<file path="src/rtl/iis_pkg.sv">
// Shared I2S definitions: FSM state encoding, channel select and default sizes,
// used by both the ADC receiver and the DAC transmitter.
package iis_pkg;

    localparam int IIS_DATA_WIDTH = 16;
    localparam int IIS_FIFO_DEPTH = 4;

    typedef logic [1:0] iis_state_t;

    localparam logic [1:0] ST_SYNC  = 2'd0;
    localparam logic [1:0] ST_SKIP  = 2'd1;
    localparam logic [1:0] ST_SHIFT = 2'd2;
    localparam logic [1:0] ST_HOLD  = 2'd3;

    // adclrc low selects the left channel
    typedef enum logic {
        CH_LEFT  = 1'b0,
        CH_RIGHT = 1'b1
    } iis_chan_t;

endpackage

</file>
<file path="src/rtl/iis_frame_fifo.sv">
// Synchronous first-word-fall-through frame FIFO; a push into a full FIFO is
// accepted only when a pop happens in the same cycle.
module iis_frame_fifo #(
    parameter int WIDTH = 32,
    parameter int DEPTH = 4
) (
    input  logic             clk,
    input  logic             rst,
    input  logic             push,
    input  logic [WIDTH-1:0] push_data,
    input  logic             pop,
    output logic [WIDTH-1:0] head,
    output logic             full,
    output logic             empty
);

    localparam int AW = $clog2(DEPTH);

    logic [WIDTH-1:0] mem [DEPTH];
    logic [AW-1:0]    wr_ptr;
    logic [AW-1:0]    rd_ptr;
    logic [AW:0]      count;
    logic             do_push;
    logic             do_pop;

    assign do_pop  = pop && !empty;
    assign do_push = push && (!full || do_pop);
    assign full    = (count == (AW+1)'(DEPTH));
    assign empty   = (count == '0);
    assign head    = mem[rd_ptr];

    always_ff @(posedge clk) begin
        if (do_push) begin
            mem[wr_ptr] <= push_data;
        end
    end

    always_ff @(posedge clk) begin
        if (rst) begin
            wr_ptr <= '0;
            rd_ptr <= '0;
            count  <= '0;
        end else begin
            if (do_push) begin
                wr_ptr <= wr_ptr + 1'b1;
            end
            if (do_pop) begin
                rd_ptr <= rd_ptr + 1'b1;
            end
            case ({do_push, do_pop})
                2'b10:   count <= count + 1'b1;
                2'b01:   count <= count - 1'b1;
                default: count <= count;
            endcase
        end
    end

endmodule

</file>
<file path="src/rtl/iis_adc_rx.sv">
// I2S receiver for the WM8731 ADC: oversamples bclk/adclrc/adcdat in the clk
// domain and buffers stereo frames. Define IIS_RX_PEAK_EN for peak meters.
module iis_adc_rx
    import iis_pkg::*;
#(
    parameter int DATA_WIDTH = IIS_DATA_WIDTH,
    parameter int FIFO_DEPTH = IIS_FIFO_DEPTH
) (
    input  logic                  clk,
    input  logic                  rst,
    input  logic                  bclk,
    input  logic                  adclrc,
    input  logic                  adcdat,
    input  logic                  enable,
    output logic                  out_valid,
    input  logic                  out_ready,
    output logic [DATA_WIDTH-1:0] out_left,
    output logic [DATA_WIDTH-1:0] out_right,
    output logic                  overflow,
    output logic                  frame_err,
    input  logic                  err_clr
`ifdef IIS_RX_PEAK_EN
    ,
    input  logic                  peak_clr,
    output logic [DATA_WIDTH-2:0] peak_left,
    output logic [DATA_WIDTH-2:0] peak_right
`endif
);

    localparam int CW = (DATA_WIDTH > 1) ? $clog2(DATA_WIDTH) : 1;
    localparam logic [CW-1:0] LAST_BIT = CW'(DATA_WIDTH - 1);

    logic [2:0]              bclk_sync;
    logic [1:0]              lrc_sync;
    logic [1:0]              dat_sync;
    logic                    lrc;
    logic                    lrc_prev;
    logic                    tick;
    logic                    lrc_edge;
    iis_state_t              state;
    iis_chan_t               chan;
    logic [CW-1:0]           bit_cnt;
    logic [DATA_WIDTH-1:0]   shift_reg;
    logic [DATA_WIDTH-1:0]   next_word;
    logic [DATA_WIDTH-1:0]   left_word;
    logic                    left_ok;
    logic                    push_req;
    logic [2*DATA_WIDTH-1:0] push_frame;
    logic [2*DATA_WIDTH-1:0] head;
    logic                    full;
    logic                    empty;
    logic                    abort;
    logic                    drop;

    assign lrc       = lrc_sync[1];
    assign tick      = bclk_sync[1] && !bclk_sync[2];
    assign lrc_edge  = tick && (lrc != lrc_prev);
    assign next_word = {shift_reg[DATA_WIDTH-2:0], dat_sync[1]};
    assign abort     = enable && lrc_edge && (state == ST_SHIFT);
    assign drop      = push_req && full && !out_ready;

    always_ff @(posedge clk) begin
        if (rst) begin
            bclk_sync <= '0;
            lrc_sync  <= '0;
            dat_sync  <= '0;
            lrc_prev  <= 1'b0;
        end else begin
            bclk_sync <= {bclk_sync[1:0], bclk};
            lrc_sync  <= {lrc_sync[0], adclrc};
            dat_sync  <= {dat_sync[0], adcdat};
            if (tick) begin
                lrc_prev <= lrc;
            end
        end
    end

    // Word assembly; a frame is queued only when a right word completes
    // directly after a left word that also completed cleanly.
    always_ff @(posedge clk) begin
        if (rst) begin
            state      <= ST_SYNC;
            chan       <= CH_LEFT;
            bit_cnt    <= '0;
            shift_reg  <= '0;
            left_word  <= '0;
            left_ok    <= 1'b0;
            push_req   <= 1'b0;
            push_frame <= '0;
        end else begin
            push_req <= 1'b0;
            if (!enable) begin
                state   <= ST_SYNC;
                left_ok <= 1'b0;
            end else if (tick) begin
                case (state)
                    ST_SYNC: begin
                        if (lrc_edge && !lrc) begin
                            state <= ST_SKIP;
                            chan  <= CH_LEFT;
                        end
                    end
                    ST_SKIP: begin
                        state   <= ST_SHIFT;
                        bit_cnt <= '0;
                    end
                    ST_SHIFT: begin
                        if (lrc_edge) begin
                            state   <= ST_SKIP;
                            chan    <= iis_chan_t'(lrc);
                            left_ok <= 1'b0;
                        end else begin
                            shift_reg <= next_word;
                            bit_cnt   <= bit_cnt + 1'b1;
                            if (bit_cnt == LAST_BIT) begin
                                state <= ST_HOLD;
                                if (chan == CH_LEFT) begin
                                    left_word <= next_word;
                                    left_ok   <= 1'b1;
                                end else begin
                                    left_ok <= 1'b0;
                                    if (left_ok) begin
                                        push_req   <= 1'b1;
                                        push_frame <= {left_word, next_word};
                                    end
                                end
                            end
                        end
                    end
                    ST_HOLD: begin
                        if (lrc_edge) begin
                            state <= ST_SKIP;
                            chan  <= iis_chan_t'(lrc);
                        end
                    end
                    default: state <= ST_SYNC;
                endcase
            end
        end
    end

    always_ff @(posedge clk) begin
        if (rst || err_clr) begin
            overflow  <= 1'b0;
            frame_err <= 1'b0;
        end else begin
            if (drop) begin
                overflow <= 1'b1;
            end
            if (abort) begin
                frame_err <= 1'b1;
            end
        end
    end

    iis_frame_fifo #(
        .WIDTH (2*DATA_WIDTH),
        .DEPTH (FIFO_DEPTH)
    ) u_fifo (
        .clk       (clk),
        .rst       (rst),
        .push      (push_req),
        .push_data (push_frame),
        .pop       (out_ready),
        .head      (head),
        .full      (full),
        .empty     (empty)
    );

    assign out_valid = !empty;
    assign out_left  = out_valid ? head[2*DATA_WIDTH-1:DATA_WIDTH] : '0;
    assign out_right = out_valid ? head[DATA_WIDTH-1:0] : '0;

`ifdef IIS_RX_PEAK_EN
    logic                  push_ok;
    logic [DATA_WIDTH-2:0] mag_left;
    logic [DATA_WIDTH-2:0] mag_right;

    // Two's-complement magnitude; the most negative code saturates.
    function automatic logic [DATA_WIDTH-2:0] magnitude(input logic [DATA_WIDTH-1:0] s);
        logic [DATA_WIDTH-1:0] neg;
        neg = -s;
        if (!s[DATA_WIDTH-1]) begin
            magnitude = s[DATA_WIDTH-2:0];
        end else if (neg[DATA_WIDTH-1]) begin
            magnitude = '1;
        end else begin
            magnitude = neg[DATA_WIDTH-2:0];
        end
    endfunction

    assign push_ok   = push_req && (!full || out_ready);
    assign mag_left  = magnitude(push_frame[2*DATA_WIDTH-1:DATA_WIDTH]);
    assign mag_right = magnitude(push_frame[DATA_WIDTH-1:0]);

    always_ff @(posedge clk) begin
        if (rst) begin
            peak_left  <= '0;
            peak_right <= '0;
        end else if (peak_clr) begin
            peak_left  <= push_ok ? mag_left : '0;
            peak_right <= push_ok ? mag_right : '0;
        end else if (push_ok) begin
            if (mag_left > peak_left) begin
                peak_left <= mag_left;
            end
            if (mag_right > peak_right) begin
                peak_right <= mag_right;
            end
        end
    end
`endif

endmodule
</file>
<file path="config.mk">
export PLATFORM = sky130hd
export DESIGN_NAME = iis_adc_rx
export DESIGN_NICKNAME = d
export VERILOG_FILES = /design/src/rtl/iis_pkg.sv /design/src/rtl/iis_frame_fifo.sv /design/src/rtl/iis_adc_rx.sv
export SDC_FILE = /design/constraint.sdc
export NUM_CORES = 1
export LEC_CHECK = 0
export BUFFER_PORTS_ARGS = -buffer_cell sky130_fd_sc_hd__buf_2
export CELL_PAD_IN_SITES_DETAIL_PLACEMENT = 0
export CELL_PAD_IN_SITES_GLOBAL_PLACEMENT = 1
export CORE_MARGIN = 2
export CORE_UTILIZATION = 53
export CTS_CLUSTER_SIZE = 20
export DETAILED_ROUTE_END_ITERATION = 8
export PLACE_DENSITY_LB_ADDON = 0.1
export SYNTH_ARGS = -nofsm -noshare
export SYNTH_HDL_FRONTEND = slang
export SYNTH_SLANG_ARGS = --single-unit
</file>
<file path="constraint.sdc">
create_clock -name clk -period 4.5 [get_ports clk]
set_input_delay 0.45 -clock clk [delete_from_list [all_inputs] [get_ports clk]]
set_output_delay 0.45 -clock clk [all_outputs]
set_load 0.01 [all_outputs]
</file>
==> impl_metrics.ini, run 1 <==
[critical_path]
reg2reg_depth = 8
arrival_ns = 2.60
critPathLaunchType = register
crit_required_ns = 4.05
critPathSlowestCell = dfxtp_2
r2r_slack_ns = 1.52
crit_chain = buf_4 > mux4_2 > and2_1 > buf_2
cp.depth = 4
regToRegStartpoint = u_fifo.count[0]
r2r_end = u_fifo.count[2]
critPathBufInv = 2
critical_path_class = register to output pin
cp_top_family = flip-flops
cpPeakStageDelay_ns = 0.84
critPathCaptureType = output pin
worst-path-max-fanout = 19

[logic_synthesis]
ys_ff_latch = 219
ys_types = 39
synthMuxAreaShare_pct = 14.78
synth-xor-area-share_pct = 0.9240
yosysSeqAreaShare_pct = 67.48
ys.warnings.count = 0
synth-async-reset-ratio_pct = 0
netlist_instances = 569
syn-cell-area_um2 = 8396
synth_compound_area_share_pct = 2.235
synth_adder_area_share_pct = 1.878
synth_nets = 589
synth_enable_flop_cells = 128
synth_top_family_by_area = multiplexers
avgSynthCellArea_um2 = 14.75
ys.flop_type = edfxtp_1
synthSimpleGateAreaFrac_pct = 10.33

[sta]
skew_ns = 0.01686
fmax_mhz = 327.7
hold_violations = 0
hold_slack_ns = 0.1492
setup_violations = 0
rsz0062_at_grt = no
fin_crit_ns = 3.052
relSlewSlack_pct = 24.02
drv_slew = 0
tightest_slew_ns = 1.140
setup_total_negative_slack_ns = 0
min_period_over_period_pct = 67.82

[placement]
io_buffers = 42
place_area_um2 = 8787
hpwl_mm = 8.367
gp_congestion = 0.7700
dp.cells = 806

[detailed_routing]
postRouteAntennaNets = 0
num_vias = 4447
drc = 0
drt_pass1_iterations = 4
first_iter_violations = 254
wl_per_cell_um = 17.03
wl_mm = 14.39
via_per_inst = 5.263

[finish]
ff_latch_area_um2 = 5667
multi_input_area_um2 = 2531
nNetsFinal = 634
diodes = 0
layout-area-overhead-vs-synth_pct = 12.37
fillers = 1251
final_common_cell = edfxtp_1
largest_reg_flops = 128
stdcell_count = 845
reg.largest.list = u_fifo.mem (128), push_frame (32), left_word (16)
final_cell_mix = 128 x edfxtp_1, 90 x dfxtp_1, 62 x nor2_1, 52 x mux2i_1, 42 x buf_2
regMostFlops = u_fifo.mem
fin_area_um2 = 9434
drive_above_1_share_pct = 18.12

[min_path]
min_delay_worst_endpoint = frame_err
min_path_cells = 2
hp-start = err_clr
hold_path_class = input port to register

[grt]
grt_pass1_vias = 4335
grtUsageTotal_pct = 17.62
grt_overflow = 0
grt_start_max_net_pins = 62
grt_pass1_wl_mm = 22.89
antenna_found_initial = 0

[power_and_ir_drop]
p_leak_uw = 0.003498
max-vdd-ir-drop_v = 0.0003031
power_density_nw_per_um2 = 399.8
power_uw = 3771

[run]
max-cap-violations = 0

[clock_tree]
clk-insertion-delay-late_ns = 0.50
cts_tree = yes
cts_resized = 0
holdBufCountCts = 0
post_cts_buffers = 0
cts_root_buf = clkbuf_16
cts.sinks = 219
cts_made_buffers = 22
clockBufferDepth = 3
htree_levels = 1
clk_pin_slew_ns = 0.06

[floorplanning]
core-area_um2 = 15660
ioPinCount = 43
initial_core_util_pct = 53.63
chipHeight_um = 129.9
rows = 46
dieWidth_um = 129.9
die_area_um2 = 16860

[status]
status = finished clean
[cells in the mapped netlist, types with 2 or more instances]
master / instances / area share (%)
a21o_1: 2 / 0.18
a21oi_1: 23 / 1.4
and2_1: 38 / 2.8
buf_1: 2 / 0.089
buf_2: 6 / 0.36
buf_6: 5 / 0.67
clkbuf_1: 17 / 0.76
dfxtp_1: 91 / 22
edfxtp_1: 128 / 46
ha_1: 11 / 1.6
inv_1: 11 / 0.49
mux2i_1: 52 / 6.2
mux4_2: 32 / 8.6
nand2_1: 36 / 1.6
nand2b_1: 2 / 0.15
nand3_1: 5 / 0.30
nor2_1: 62 / 2.8
nor2b_1: 10 / 0.75
nor3_1: 4 / 0.24
nor4_4: 2 / 0.51
o21ai_0: 4 / 0.24
or3_1: 4 / 0.30
xnor2_1: 4 / 0.42
xor2_1: 3 / 0.31
[per-stage QoR]
stage	setup slack, ns	utilization (%)
final	1.448	60.26
after global routing	1.207	60.26
after CTS	1.352	60.26
after detailed placement	1.415	56.13
after global placement	1.606	56.13
after floorplan	2.177	-
[worst max path at each step]
stage,end,slack (ns),startpoint
after floorplan,u_fifo.count[2],2.18,out_ready
after global routing,out_left[7],1.21,register
final,out_left[9],1.45,register
after global placement,u_fifo.count[2],1.61,u_fifo.count[0]
after detailed placement,u_fifo.count[2],1.42,u_fifo.count[0]
after CTS,out_left[7],1.35,register
[where the power goes]
group	switching, uW	total, uW	internal (uW)
clock	686	1640	959
combinational	18.2	24.8	6.63
sequential	2.02	2100	2100
total	706	3770	3070
[area by class of cell]
class	count	share of cell area (%)
multi-input combinational	309	26.83
tap	216	2.865
inverter	11	0.4377
clock inverter	2	0.09284
timing repair buffer	51	2.944
clock buffer	37	6.764
sequential	219	60.07
[cells by family after synthesis]
group / count (synthesis)
flops: 219
simple gates: 171
mux: 84
buf+inv: 41
compound gates: 34
fa+ha+maj: 12
xor+xnor: 8
[metal layers]
metal | vias to the layer above | GRT usage (%) | share of wire [%]
li1 | 2131 | - | -
met5 | - | 0 | 0
met3 | 25 | 2.870 | 4.0
met1 | 2205 | 25.36 | 48
met4 | 0 | 4.807 | 1.8
met2 | 86 | 28.24 | 46
No activity file was read; power rests on OpenSTA's default activity.
==> inputs of run 2 (changes only) <==
--- a/config.mk
+++ b/config.mk
@@ -5,11 +5,12 @@
 export SDC_FILE = /design/constraint.sdc
 export NUM_CORES = 1
 export LEC_CHECK = 0
+export ABC_AREA = 1
 export BUFFER_PORTS_ARGS = -buffer_cell sky130_fd_sc_hd__buf_2
 export CELL_PAD_IN_SITES_DETAIL_PLACEMENT = 0
 export CELL_PAD_IN_SITES_GLOBAL_PLACEMENT = 1
 export CORE_MARGIN = 2
-export CORE_UTILIZATION = 53
+export CORE_UTILIZATION = 43
 export CTS_CLUSTER_SIZE = 20
 export DETAILED_ROUTE_END_ITERATION = 8
 export PLACE_DENSITY_LB_ADDON = 0.1
==> constraint.sdc (replaced) <==
create_clock -name clk -period 2.5 [get_ports clk]
set_input_delay 0.25 -clock clk [delete_from_list [all_inputs] [get_ports clk]]
set_output_delay 0.25 -clock clk [all_outputs]
set_load 0.01 [all_outputs]
==> impl_metrics.ini, run 2 <==
[status]
status = finished clean

[logic_synthesis]
yosys-top-cells-area = edfxtp_1 44%, dfxtp_1 21%, nor2_1 11%
ys.flop_type = edfxtp_1
ys_types = 29
synth_enable_flop_cells = 128
synth.most_common_cell = nor2_1
synth_common_cells = 252 x nor2_1, 128 x edfxtp_1, 91 x dfxtp_1
synth_top_area_cell = edfxtp_1
syn-cell-area_um2 = 8682
avgSynthCellArea_um2 = 9.766
synth_nets = 909
synth_top_area_share_pct = 44.27
synth-async-reset-ratio_pct = 0
netlist_instances = 889
yosysSeqAreaShare_pct = 65.25
ys.warnings.count = 0
ys_ff_latch = 219

[floorplanning]
core-area_um2 = 19650
rows = 51
chipHeight_um = 146.1
dieWidth_um = 146.1
initial_core_util_pct = 44.17
die_area_um2 = 21340
ioPinCount = 43

[clock_tree]
clockBufferDepth = 3
cts_root_buf = clkbuf_16
cts_made_buffers = 23
cts_tree = yes
htree_levels = 1
cts.sinks = 219
clk-insertion-delay-late_ns = 0.50
clk_pin_slew_ns = 0.06

[sta]
setup_violations = 0
drv_slew = 0
min_period_over_period_pct = 90.94
hold_violations = 0
rsz0062_at_grt = no
hold_slack_ns = 0.06194
fin_crit_ns = 2.273
skew_ns = 0.005204
relSlewSlack_pct = 56.02
fmax_mhz = 439.9
setup_total_negative_slack_ns = 0
fin_ws_ns = 0.2266
tightest_slew_ns = 0.6556

[detailed_routing]
wl_mm = 18.83
num_vias = 6119
drc = 0
wl_per_cell_um = 15.53
first_iter_violations = 318
met2_wirelength_mm = 9.335
postRouteAntennaNets = 0
highest_layer = met4
drt_pass1_iterations = 4
via_per_inst = 5.049
wirelength_met1_mm = 8.624
wl_met3_um = 553

[critical_path]
r2r_slack_ns = 0.35
arrival_ns = 2.02
critPathLaunchType = register
crit_chain = inv_1 > buf_4 > nor2_1 > o21ai_0 > a21oi_1 > buf_2
critical_path_class = register to output pin
r2r_end = u_fifo.count[2]
critPathSlowestCell = buf_4
regToRegStartpoint = u_fifo.count[0]
crit_required_ns = 2.25
reg2reg_depth = 11
critPathCaptureType = output pin
cpPeakStageDelay_ns = 0.42
worst-path-max-fanout = 23

[power_and_ir_drop]
power_density_nw_per_um2 = 768.8
p_leak_uw = 0.003939
max-vdd-ir-drop_v = 0.0004928

[finish]
post-route-util_pct = 50.77
diodes = 0
multi_input_area_um2 = 2552
regMostFlops = u_fifo.mem
nNetsFinal = 951
drive_above_1_share_pct = 12.88
layout-area-overhead-vs-synth_pct = 14.93
reg.largest.list = u_fifo.mem (128), push_frame (32), left_word (16)
largest_reg_flops = 128
fin_area_um2 = 9978
final_cell_mix = 247 x nor2_1, 128 x edfxtp_1, 90 x dfxtp_1, 65 x inv_1, 63 x a21oi_1
ff_latch_area_um2 = 5667
fillers = 1849
final_common_cell = nor2_1

[placement]
hpwl_mm = 10.95
io_buffers = 42
gp_congestion = 0.7673
place_ws_ns = 0.3852
place_area_um2 = 9194

[min_path]
min_delay_worst_endpoint = overflow
min_path_cells = 4
hp-start = out_ready
hold_path_class = input port to register

[grt]
grt_pass1_wl_mm = 30.74
antenna_found_initial = 0
grt_pass1_vias = 5995
grtUsageTotal_pct = 17.87
grt_overflow = 0
grt_start_max_net_pins = 65

[run]
max-cap-violations = 0
==> run 2: metrics by stage <==
stage          std cells  power (uW)
3_3_place_gp        1167        4450
4_1_cts             1212        7762
6_report            1212        7671
2_1_floorplan        889        4274
5_1_grt             1212        7982
3_5_place_dp        1167        4467
==> run 2: how the worst max path moves through the flow <==
| stage | from | endpoint | slack (ns) | depth (start not counted) |
|---|---|---|---|---|
| 4_1_cts | register | out_right[14] | 0.006 | 5 |
| 5_1_grt | register | out_left[12] | 0.07 | 6 |
| 2_1_floorplan | u_fifo.count[0] | u_fifo.mem[0][0] | 0.01 | 6 |
| 6_report | register | out_right[14] | 0.23 | 6 |
| 3_5_place_dp | u_fifo.count[0] | u_fifo.count[2] | 0.39 | 11 |
| 3_3_place_gp | u_fifo.count[0] | u_fifo.count[2] | 0.48 | 11 |
==> run 2: final cells by class <==
type / count / share of cell area, %
clock buffer: 29 / 6.395
timing repair buffer: 65 / 4.100
multi-input combinational: 548 / 25.58
tap: 265 / 3.323
sequential: 219 / 56.79
inverter: 74 / 2.821
clock inverter: 12 / 0.9906
==> run 2: worst max-delay path: cells and delay by family, from the launching register on <==
family	cells	cell delay, ns
and+or+nand+nor	1	0.08
DFF	1	0.31
AOI/OAI and AO/OA	2	0.20
buffers and inverters	3	0.92
==> run 2: routing by layer <==
layer	vias up	GRT usage (%)
met4	0	4.320
met5	-	0
met1	2950	23.30
met3	27	2.688
li1	3061	-
met2	81	31.49
==> run 2: cells by family after synthesis <==
| logic type | synth area share (%) |
|---|---|
| AO/OA/AOI/OAI | 9.972 |
| adder cells (fa/ha/maj) | 1.816 |
| AND/OR/NAND/NOR | 17.47 |
| buffers and inverters | 5.491 |
| flip-flops | 65.25 |
==> run 2: repair_timing <==
item / 4_1_cts / 5_1_grt
setup endpoints to repair: 0 / 23
setup buffers: 0 / 0
hold endpoints to repair: 5 / 0
gates resized for setup: 0 / 2
hold buffers: 4 / 0
==> run 2: power by group <==
group          internal (uW)  switching, uW  total [uW]
Clock                   1920           1370        3290
Combinational            175            402         577
Sequential              3790           13.3        3810
==> inputs of run 3 (changes only) <==
--- a/config.mk
+++ b/config.mk
@@ -10,7 +10,7 @@
 export CELL_PAD_IN_SITES_DETAIL_PLACEMENT = 0
 export CELL_PAD_IN_SITES_GLOBAL_PLACEMENT = 1
 export CORE_MARGIN = 2
-export CORE_UTILIZATION = 43
+export CORE_UTILIZATION = 48
 export CTS_CLUSTER_SIZE = 20
 export DETAILED_ROUTE_END_ITERATION = 8
 export PLACE_DENSITY_LB_ADDON = 0.1
==> constraint.sdc (replaced) <==
create_clock -name clk -period 2.6 [get_ports clk]
set_input_delay 0.26 -clock clk [delete_from_list [all_inputs] [get_ports clk]]
set_output_delay 0.26 -clock clk [all_outputs]
set_load 0.01 [all_outputs]
==> impl_metrics.ini, run 3 (synthesized netlist as in run 2, its figures left out) <==
[status]
status = finished clean

[sta]
fin_crit_ns = 2.392
fmax_mhz = 418.0
rsz0062_at_grt = no
hold_violations = 0
setup_violations = 0
min_period_over_period_pct = 92.01
relSlewSlack_pct = 59.06
skew_ns = 0.008721
drv_slew = 0
setup_total_negative_slack_ns = 0
tightest_slew_ns = 0.6135

[grt]
grt_start_max_net_pins = 61
grt_overflow = 0
grt_pass1_wl_mm = 30.16
antenna_found_initial = 0
grt_pass1_vias = 5868
grtUsageTotal_pct = 19.22

[critical_path]
worst-path-max-fanout = 40
critical_path_class = register to output pin
crit_chain = clkinv_1 > buf_4 > o21ai_0 > a21oi_1 > buf_2
crit_required_ns = 2.34
critPathSlowestCell = dfxtp_2
critPathLaunchType = register
cpPeakStageDelay_ns = 0.64
arrival_ns = 2.13
cp_top_family = flip-flops
critPathCaptureType = output pin
critPathBufInv = 3

[finish]
largest_reg_flops = 128
drive_above_1_share_pct = 11.84
reg.largest.list = u_fifo.mem (128), push_frame (32), left_word (16)
layout-area-overhead-vs-synth_pct = 13.98
fin_area_um2 = 9896
post-route-util_pct = 55.47
diodes = 0
final_common_cell = nor2_1
regMostFlops = u_fifo.mem
final_cell_mix = 247 x nor2_1, 128 x edfxtp_1, 90 x dfxtp_1, 65 x inv_1, 63 x a21oi_1
nNetsFinal = 949

[placement]
hpwl_mm = 10.90
place_area_um2 = 9154
gp_congestion = 0.7483
io_buffers = 42

[detailed_routing]
drc = 0
first_iter_violations = 322
wl_mm = 18.14
num_vias = 6007
drt_pass1_iterations = 5
wl_per_cell_um = 15.44
postRouteAntennaNets = 0
via_per_inst = 5.112

[clock_tree]
post_cts_buffers = 0
cts.sinks = 219
cts_made_buffers = 23
clockBufferDepth = 3
cts_tree = yes
holdBufCountCts = 3
htree_levels = 1
clk-insertion-delay-late_ns = 0.50
cts_root_buf = clkbuf_16
clk_pin_slew_ns = 0.06
cts_resized = 0

[power_and_ir_drop]
p_int_uw = 5616
seq_power_share_pct = 50.6
max-vdd-ir-drop_v = 0.0005197
switching_power_uw = 1654
p_leak_uw = 0.003906
power_density_nw_per_um2 = 734.6
pwr-share-clk_pct = 42.0
power_frac_comb_pct = 7.4
switching_share_pct = 22.75

[floorplanning]
core-area_um2 = 17840
initial_core_util_pct = 48.66
die_area_um2 = 19180
ioPinCount = 43
chipHeight_um = 138.5
dieWidth_um = 138.5
rows = 49

[min_path]
hold_path_class = input port to register

[run]
max-cap-violations = 0
[run 3: changes by cell type in the layout (fill, tap and decap cells not counted), sizes merged]
cell,change
clkbuf,+4
buf,-1
inv,+1
clkinvlp,-1
dlygate4sd3,-1
clkinv,-3
[run 3: worst paths after layout]
path | startpoint | endpoint | slack (ns) | cells past startpoint
worst min-delay path | err_clr | overflow | 0.02 | 3
worst max-delay path | register | out_left[9] | 0.21 | 5
worst max register to register | u_fifo.count[0] | u_fifo.count[2] | 0.48 | 11
worst min register to register | dat_sync[0] | dat_sync[1] | 0.40 | 2
[run 3: metrics by stage]
step	power [uW]	hold slack (ns)	std cells	setup slack [ns]
after floorplan	4110	0.3385	889	0.1122
after global placement	4274	0.3946	1130	0.6209
after detailed placement	4289	0.3946	1130	0.5184
after CTS	7347	0.01577	1175	0.1800
after global routing	7584	0.04422	1175	0.05224
final	7270	0.02406	1175	0.2077
[run 3: power by group through the flow]
| stage | Clock [uW] | Sequential [uW] | Combinational (uW) |
|---|---|---|---|
| after floorplan | 0 | 3730 | 380 |
| after global placement | 0 | 3750 | 522 |
| after detailed placement | 0 | 3750 | 537 |
| after CTS | 3130 | 3680 | 543 |
| after global routing | 3300 | 3680 | 608 |
| final | 3050 | 3680 | 539 |
[run 3: worst min-delay path: stages]
cell     delay, ns
buf_2         0.07
or2_2         0.11
a21oi_1       0.04
[run 3: layout make-up]
cell class	count	area, um^2
clock buffers	33	633.1
clock inverters	9	78.83
fillers	1585	7945
inverters	74	277.8
multi-input cells	548	2552
flip-flops and latches	219	5667
well taps	229	286.5
repair buffers	63	400.4
[run 3: layer usage]
layer	GRT usage, %	wire length [um]	share of wire [%]
met5	0	0	0
met2	32.13	8537	47
met1	25.95	8447	47
met3	2.702	672	3.7
met4	6.660	484	2.7
